File: config.mk
export PLATFORM = sky130hd
export DESIGN_NAME = exception_ctrl_flat
export DESIGN_NICKNAME = d
export VERILOG_FILES = /design/src/rtl/exception_ctrl_pkg.sv /design/src/rtl/exception_ctrl_if.sv /design/src/rtl/exception_ctrl.sv /design/src/flat_wrapper.sv
export SDC_FILE = /design/constraint.sdc
export NUM_CORES = 1
export LEC_CHECK = 0
export CORE_UTILIZATION = 37
export DETAILED_ROUTE_END_ITERATION = 10
export PLACE_DENSITY = 0.71
export SKIP_LAST_GASP = 1
export SLEW_MARGIN = 30
export SYNTH_ARGS = -nofsm -noshare
export SYNTH_HDL_FRONTEND = slang
export SYNTH_SLANG_ARGS = --single-unit
File: constraint.sdc
create_clock -name clk -period 2.7 [get_ports clk]
set_input_delay 0.54 -clock clk [delete_from_list [all_inputs] [get_ports clk]]
set_output_delay 0.54 -clock clk [all_outputs]
set_load 0.1 [all_outputs]
File: src/rtl/exception_ctrl_pkg.sv
// Shared definitions for the exception controller slice.
// Holds the decoder exception-cause encodings, the controller FSM state
// enum, the MRS system-register select encodings, the default handler
// entry address and the saturating counter helper.
package exception_ctrl_pkg;

  // Exception causes as seen in EStatus and stored in ESR.
  // ILLEGAL_RET is never driven by the decoder; the controller
  // synthesises it for an ERET outside a handler.
  typedef enum logic [3:0] {
    EST_NONE        = 4'b0000,
    EST_IRQ         = 4'b0001,
    EST_INVALID_OP  = 4'b0010,
    EST_ILLEGAL_RET = 4'b0011
  } estatus_e;

  typedef enum logic [1:0] {
    ST_RUN     = 2'd0,
    ST_HANDLER = 2'd1,
    ST_FAULT   = 2'd2
  } state_e;

  // MRS source select.
  typedef enum logic [1:0] {
    SR_ELR = 2'b00,
    SR_ESR = 2'b01,
    SR_ERR = 2'b10,
    SR_CNT = 2'b11
  } sysreg_e;

  localparam logic [63:0] EXC_VECTOR_DEFAULT = 64'h0000_0000_0000_00D8;

  // Exception counter sticks at all-ones instead of wrapping.
  function automatic logic [15:0] sat_inc16(input logic [15:0] v);
    return (v == 16'hFFFF) ? v : v + 16'd1;
  endfunction

endpackage

File: src/rtl/exception_ctrl_if.sv
// Decoder <-> exception controller bus.
//   master : decoder/core side, drives cause, ERET flag, PC, instruction
//            and MRS select; receives redirect, ack and status outputs.
//   slave  : exception controller side.
// Signals:
//   EStatus[3:0]    exception cause (0 none, 1 IRQ, 2 invalid opcode)
//   ERet            current instruction is ERET
//   PC[63:0]        address of current instruction
//   Instr[31:0]     current instruction word
//   SysRegSel[1:0]  MRS source select (ELR/ESR/ERR/count)
//   Exc             take exception this cycle
//   NextPC[63:0]    redirect target when Exc or RetValid
//   RetValid        ERET accepted this cycle
//   ExcAck          one-cycle acknowledge to interrupting device
//   SysRegData[63:0] selected system register, zero-extended
//   InHandler       controller is in HANDLER
//   Halt            core locked after a double fault
interface exception_ctrl_if;
  logic [3:0]  EStatus;
  logic        ERet;
  logic [63:0] PC;
  logic [31:0] Instr;
  logic [1:0]  SysRegSel;
  logic        Exc;
  logic [63:0] NextPC;
  logic        RetValid;
  logic        ExcAck;
  logic [63:0] SysRegData;
  logic        InHandler;
  logic        Halt;

  modport master (
    output EStatus, ERet, PC, Instr, SysRegSel,
    input  Exc, NextPC, RetValid, ExcAck, SysRegData, InHandler, Halt
  );

  modport slave (
    input  EStatus, ERet, PC, Instr, SysRegSel,
    output Exc, NextPC, RetValid, ExcAck, SysRegData, InHandler, Halt
  );
endinterface

File: src/rtl/exception_ctrl.sv
// Exception controller: takes exceptions from the decoder, saves the
// faulting context (ELR/ESR/ERR), counts exceptions, handles ERET and
// locks the core on a double fault.
// Ports:
//   clk    rising-edge clock
//   reset  synchronous, active-high; returns to RUN and clears context
//   bus    exception_ctrl_if.slave (see interface file for signal list)
// Parameter:
//   EXC_VECTOR  handler entry address driven on NextPC when Exc is taken
module exception_ctrl
  import exception_ctrl_pkg::*;
#(
  parameter logic [63:0] EXC_VECTOR = EXC_VECTOR_DEFAULT
) (
  input logic             clk,
  input logic             reset,
  exception_ctrl_if.slave bus
);

  state_e      state_q, state_d;
  logic [63:0] elr_q, elr_d;
  logic [3:0]  esr_q, esr_d;
  logic [31:0] err_q, err_d;
  logic [15:0] cnt_q, cnt_d;
  logic        ack_q, ack_d;
  logic [3:0]  cause;

  always_comb begin
    state_d       = state_q;
    elr_d         = elr_q;
    esr_d         = esr_q;
    err_d         = err_q;
    cnt_d         = cnt_q;
    ack_d         = 1'b0;
    cause         = EST_NONE;
    bus.Exc       = 1'b0;
    bus.RetValid  = 1'b0;
    bus.NextPC    = '0;
    bus.Halt      = 1'b0;
    bus.InHandler = 1'b0;

    case (state_q)
      ST_RUN: begin
        // A decoder cause beats ERET; a bare ERET in RUN is itself a fault.
        if (bus.EStatus != EST_NONE) cause = bus.EStatus;
        else if (bus.ERet)           cause = EST_ILLEGAL_RET;

        if (cause != EST_NONE) begin
          bus.Exc    = 1'b1;
          bus.NextPC = EXC_VECTOR;
          elr_d      = bus.PC;
          esr_d      = cause;
          err_d      = bus.Instr;
          cnt_d      = sat_inc16(cnt_q);
          ack_d      = (cause == EST_IRQ);
          state_d    = ST_HANDLER;
        end
      end

      ST_HANDLER: begin
        bus.InHandler = 1'b1;
        // IRQs are masked here and stay pending at the device; ERET wins
        // over any cause so a pending IRQ is re-evaluated back in RUN.
        if (bus.ERet) begin
          bus.RetValid = 1'b1;
          bus.NextPC   = elr_q;
          state_d      = ST_RUN;
        end else if (bus.EStatus == EST_INVALID_OP) begin
          state_d = ST_FAULT;
        end
      end

      ST_FAULT: begin
        bus.Halt = 1'b1;
      end

      default: begin
        state_d = ST_RUN;
      end
    endcase

    // Reset overrides everything in its own cycle, including outputs.
    if (reset) begin
      bus.Exc       = 1'b0;
      bus.RetValid  = 1'b0;
      bus.NextPC    = '0;
      bus.Halt      = 1'b0;
      bus.InHandler = 1'b0;
    end
  end

  always_ff @(posedge clk) begin
    if (reset) begin
      state_q <= ST_RUN;
      elr_q   <= '0;
      esr_q   <= '0;
      err_q   <= '0;
      cnt_q   <= '0;
      ack_q   <= 1'b0;
    end else begin
      state_q <= state_d;
      elr_q   <= elr_d;
      esr_q   <= esr_d;
      err_q   <= err_d;
      cnt_q   <= cnt_d;
      ack_q   <= ack_d;
    end
  end

  assign bus.ExcAck = ack_q & ~reset;

  // MRS read path reflects current register contents only.
  always_comb begin
    bus.SysRegData = '0;
    case (bus.SysRegSel)
      SR_ELR:  bus.SysRegData = elr_q;
      SR_ESR:  bus.SysRegData = {60'd0, esr_q};
      SR_ERR:  bus.SysRegData = {32'd0, err_q};
      SR_CNT:  bus.SysRegData = {48'd0, cnt_q};
      default: bus.SysRegData = '0;
    endcase
  end

endmodule
File: src/flat_wrapper.sv
// flat-port wrapper written by rule: the top's interface ports become plain ports
module exception_ctrl_flat import exception_ctrl_pkg::*;
#(
  parameter logic [63:0] EXC_VECTOR = EXC_VECTOR_DEFAULT
)
  (clk, reset, bus_EStatus, bus_ERet, bus_PC, bus_Instr, bus_SysRegSel, bus_Exc, bus_NextPC, bus_RetValid, bus_ExcAck, bus_SysRegData, bus_InHandler, bus_Halt);
  exception_ctrl_if bus_i ();
  input logic clk;
  input logic reset;
  input wire logic [$bits(bus_i.EStatus)-1:0] bus_EStatus;
  input wire logic [$bits(bus_i.ERet)-1:0] bus_ERet;
  input wire logic [$bits(bus_i.PC)-1:0] bus_PC;
  input wire logic [$bits(bus_i.Instr)-1:0] bus_Instr;
  input wire logic [$bits(bus_i.SysRegSel)-1:0] bus_SysRegSel;
  output wire logic [$bits(bus_i.Exc)-1:0] bus_Exc;
  output wire logic [$bits(bus_i.NextPC)-1:0] bus_NextPC;
  output wire logic [$bits(bus_i.RetValid)-1:0] bus_RetValid;
  output wire logic [$bits(bus_i.ExcAck)-1:0] bus_ExcAck;
  output wire logic [$bits(bus_i.SysRegData)-1:0] bus_SysRegData;
  output wire logic [$bits(bus_i.InHandler)-1:0] bus_InHandler;
  output wire logic [$bits(bus_i.Halt)-1:0] bus_Halt;
  assign bus_i.EStatus = bus_EStatus;
  assign bus_i.ERet = bus_ERet;
  assign bus_i.PC = bus_PC;
  assign bus_i.Instr = bus_Instr;
  assign bus_i.SysRegSel = bus_SysRegSel;
  assign bus_Exc = bus_i.Exc;
  assign bus_NextPC = bus_i.NextPC;
  assign bus_RetValid = bus_i.RetValid;
  assign bus_ExcAck = bus_i.ExcAck;
  assign bus_SysRegData = bus_i.SysRegData;
  assign bus_InHandler = bus_i.InHandler;
  assign bus_Halt = bus_i.Halt;
  exception_ctrl #(.EXC_VECTOR(EXC_VECTOR)) u_core (.clk(clk), .reset(reset), .bus(bus_i));
endmodule
==> metrics.md <==
| Metric | Value |
|---|---|
| Fin util | 0.684 |
| Flop2flop setup slack | 780 ps |
| Peak Freq | 379 MHz |
| Top post-synthesis cells by area | dfxtp_1 (40%), nand2_1 (13%), and2_1 (9.7%) |
| Largest net degree at the start of global routing | 124 |
| Seq/Total Area, Yosys | 0.403 |
| Crit end category | output pin |
| Ys flop type | dfxtp_1 |
| CP max stage cell | or4_4 |
| Max-capacitance violation count | 0 |
| CTS sink count | 119 |
| Max_slew headroom | 0.571 |
| Hold Crit Depth | 2 |
| Unique masters post-synth | 40 |
| Die Y | 128 µm |
| Core ar. | 15400 µm² |
| Mean Syn Cell Area | 8.05 µm² |
| Final #Nets | 1062 |
| Area leader, netlist | dfxtp_1 |
| Final hold slack | 453 ps |
| Crit-path max cell delay | 600 ps |
| Worst r2r dst | u_core.elr_q[31] |
| Total power | 5.61 mW |
| Status | finished clean |
| Fin. max-slew vios | 0 |
| Register-to-Register Path Depth | 7 |
| Port bufs | 237 |
| Residual DRC | 0 |
| GP Congestion | 0.786 |
| Synth top area share | 0.403 |
| Synth Register Bits | 119 |
| HP Class | reg2reg |
| Crit path launch type | primary input |
| RSZ-0062 raised after global routing | true |
| Clock Latency Late Sink | 410 ps |
| Worst Path Max Fanout | 5 |
| Clock transition at the registers of the reported paths | 50 ps |
| CP Class | in2out |
| First-pass GRT wire length | 29600 µm |
| Final wirelength | 18800 µm |
| Power per cell area | 534 nW/µm² |
| Hold Path End | u_core.err_q[15] |
| DRT Pass-1 Iters | 5 |
| Post-Route Skew | 4.92 ps |
| CP cell instances | clkdlybuf4s50_1 > or4_4 > o21ai_4 > a21oi_1 > buf_12 |
| # H-tree levels | 4 |
| Initial DRC Count | 276 |
| Arr. time, crit path | 2100 ps |
| Via count of the routed design | 5764 |
| Synth async-reset ratio | 0 |
| Ys Warns | 0 |
| Final Cycle Share | 0.978 |
| GRT Resource Usage Total | 0.235 |
| CTS root buffer | clkbuf_16 |
| Vias per cell | 4.88 |
| Post-Syn Area | 5910 µm² |
| Layout area overhead | 78.0% |
| Leakage dissipation | 4.16 nW |
| Cells after Synth | 734 |
| CTS Buffer Depth | 2 |
| Die area | 16500 µm² |
| HPWL after detailed placement | 13700 µm |
| Hold Vio Cnt, Final | 0 |
| Vias in the first global route | 5506 |
| Top Ports | 238 |
| Initial antenna violation count | 2 |
| Most common cell in the netlist | nand2_1 |
| Min Tclk post-route | 2640 ps |
| Overflow after GRT | 0 |
| CTS-repair resized insts | 0 |
| Tightest Pin Transition | 642 ps |
| RR Startpoint | u_core.state_q[0] |
| Synth cell count leaders | nand2_1 (199), dfxtp_1 (119), a21oi_1 (93), and2_1 (92), nor2_1 (41) |
| Post-CTS Setup Bufs | 0 |
| TritonCTS Buffers | 17 |
| Fin Setup TNS | 0 ps |
| # rows | 45 |
| Final setup violation count | 0 |
| Worst vdd ir | 415 µV |
| Worst hold start | u_core.err_q[15] |
| Post-synth EDFFs | 0 |
| Initial core utilization | 0.384 |
| Final ANT Viol Nets | 0 |
| Routed WL per cell | 16.0 µm |
| Die X | 128 µm |
| Hold Buf Count CTS | 0 |
| Layout cells sized above 1 | 0.338 |
| Syn Nets | 840 |
| Worst Path Required | 2160 ps |
| CTS tree | done |
-- flip-flops by register name (all words and copies together) (netlist names) --
name,cells
u_core.cnt_q,16
u_core.state_q,2
u_core.ack_q,1
u_core.err_q,32
u_core.esr_q,4
u_core.elr_q,64
-- metal layers --
metal,global-route usage,share of wire
met1,0.277,0.42
met2,0.391,0.48
met3,0.0911,0.090
met4,0.0782,0.013
met5,0,0.00069
-- per-stage QoR --
step | cell area [µm²] | setup WS, ps | cells
floorplan | 6100 | -282 | 734
global placement | 9950 | 62.6 | 1148
finish | 10500 | 59.0 | 1180
global route | 10500 | -5.66 | 1180
CTS | 10500 | 48.5 | 1179
detailed placement | 9950 | 55.9 | 1148
-- logic make-up (layout without fill, tap and decap cells) --
family | count (synthesis) | after routing | share of synthesized area
mux | 34 | 34 | 0.0688
simple gates | 375 | 375 | 0.297
fa+ha+maj | 1 | 1 | 0.00212
buf+inv | 61 | 295 | 0.0703
other cells | 0 | 1 | 0
flops | 119 | 119 | 0.403
xor+xnor | 11 | 11 | 0.0163
compound gates | 133 | 133 | 0.143
-- cell usage in the layout (no fill, tap or decap), drive strengths merged, types with 2 or more instances in the layout --
cell           synthesis  layout
nand2b                 2       2
buf                   21     160
nand4                  5       5
nand2                204     204
and2                  92      92
xnor2                 11      11
a2111oi                4       4
mux2i                 17      17
o21ai                  2       2
nor2b                  2       2
dfxtp                119     119
nand3                  9       9
a211oi                 5       5
mux4                   4       4
a21oi                108     108
mux2                  13      13
clkdlybuf4s50          0     101
inv                    3       3
and4                   3       3
a22o                  12      12
nor3                   8       8
nor4                   3       3
clkbuf                37      22
clkinvlp               0       2
clkinv                 0       6
nor2                  43      43
a31o                   2       2
-- power breakdown --
group / total [mW] / switching (mW) / internal (mW)
Sequential: 1.97 / 0.0891 / 1.88
Combinational: 1.50 / 0.908 / 0.596
Clock: 2.14 / 0.790 / 1.35
-- worst max-delay path by stage --
stage	endpoint	start	slack, ps
floorplan	bus_SysRegData[28]	bus_SysRegSel[1]	-280
global placement	bus_NextPC[4]	bus_EStatus[3]	60
detailed placement	u_core.cnt_q[11]	bus_EStatus[0]	60
CTS	bus_NextPC[4]	bus_EStatus[0]	50
global route	bus_NextPC[4]	bus_EStatus[0]	-6
finish	bus_NextPC[6]	bus_EStatus[0]	60
-- cell type report --
type                       instances  area [µm²]
multi-input combinational        554        3310
tap                              211         264
inverter                           3        11.3
clock inverter                     9        75.1
sequential                       119        2380
timing repair buffer             261        3980
clock buffer                      22         484
antenna                            1        2.50
fill                            1198        4850
-- critical path, delay by kind of cell --
family	cells	cell delay (ps)
buffers and inverters	2	620
AND/OR/NAND/NOR	1	600
AO/OA/AOI/OAI	2	340
Power figures use the tool's default switching activity.
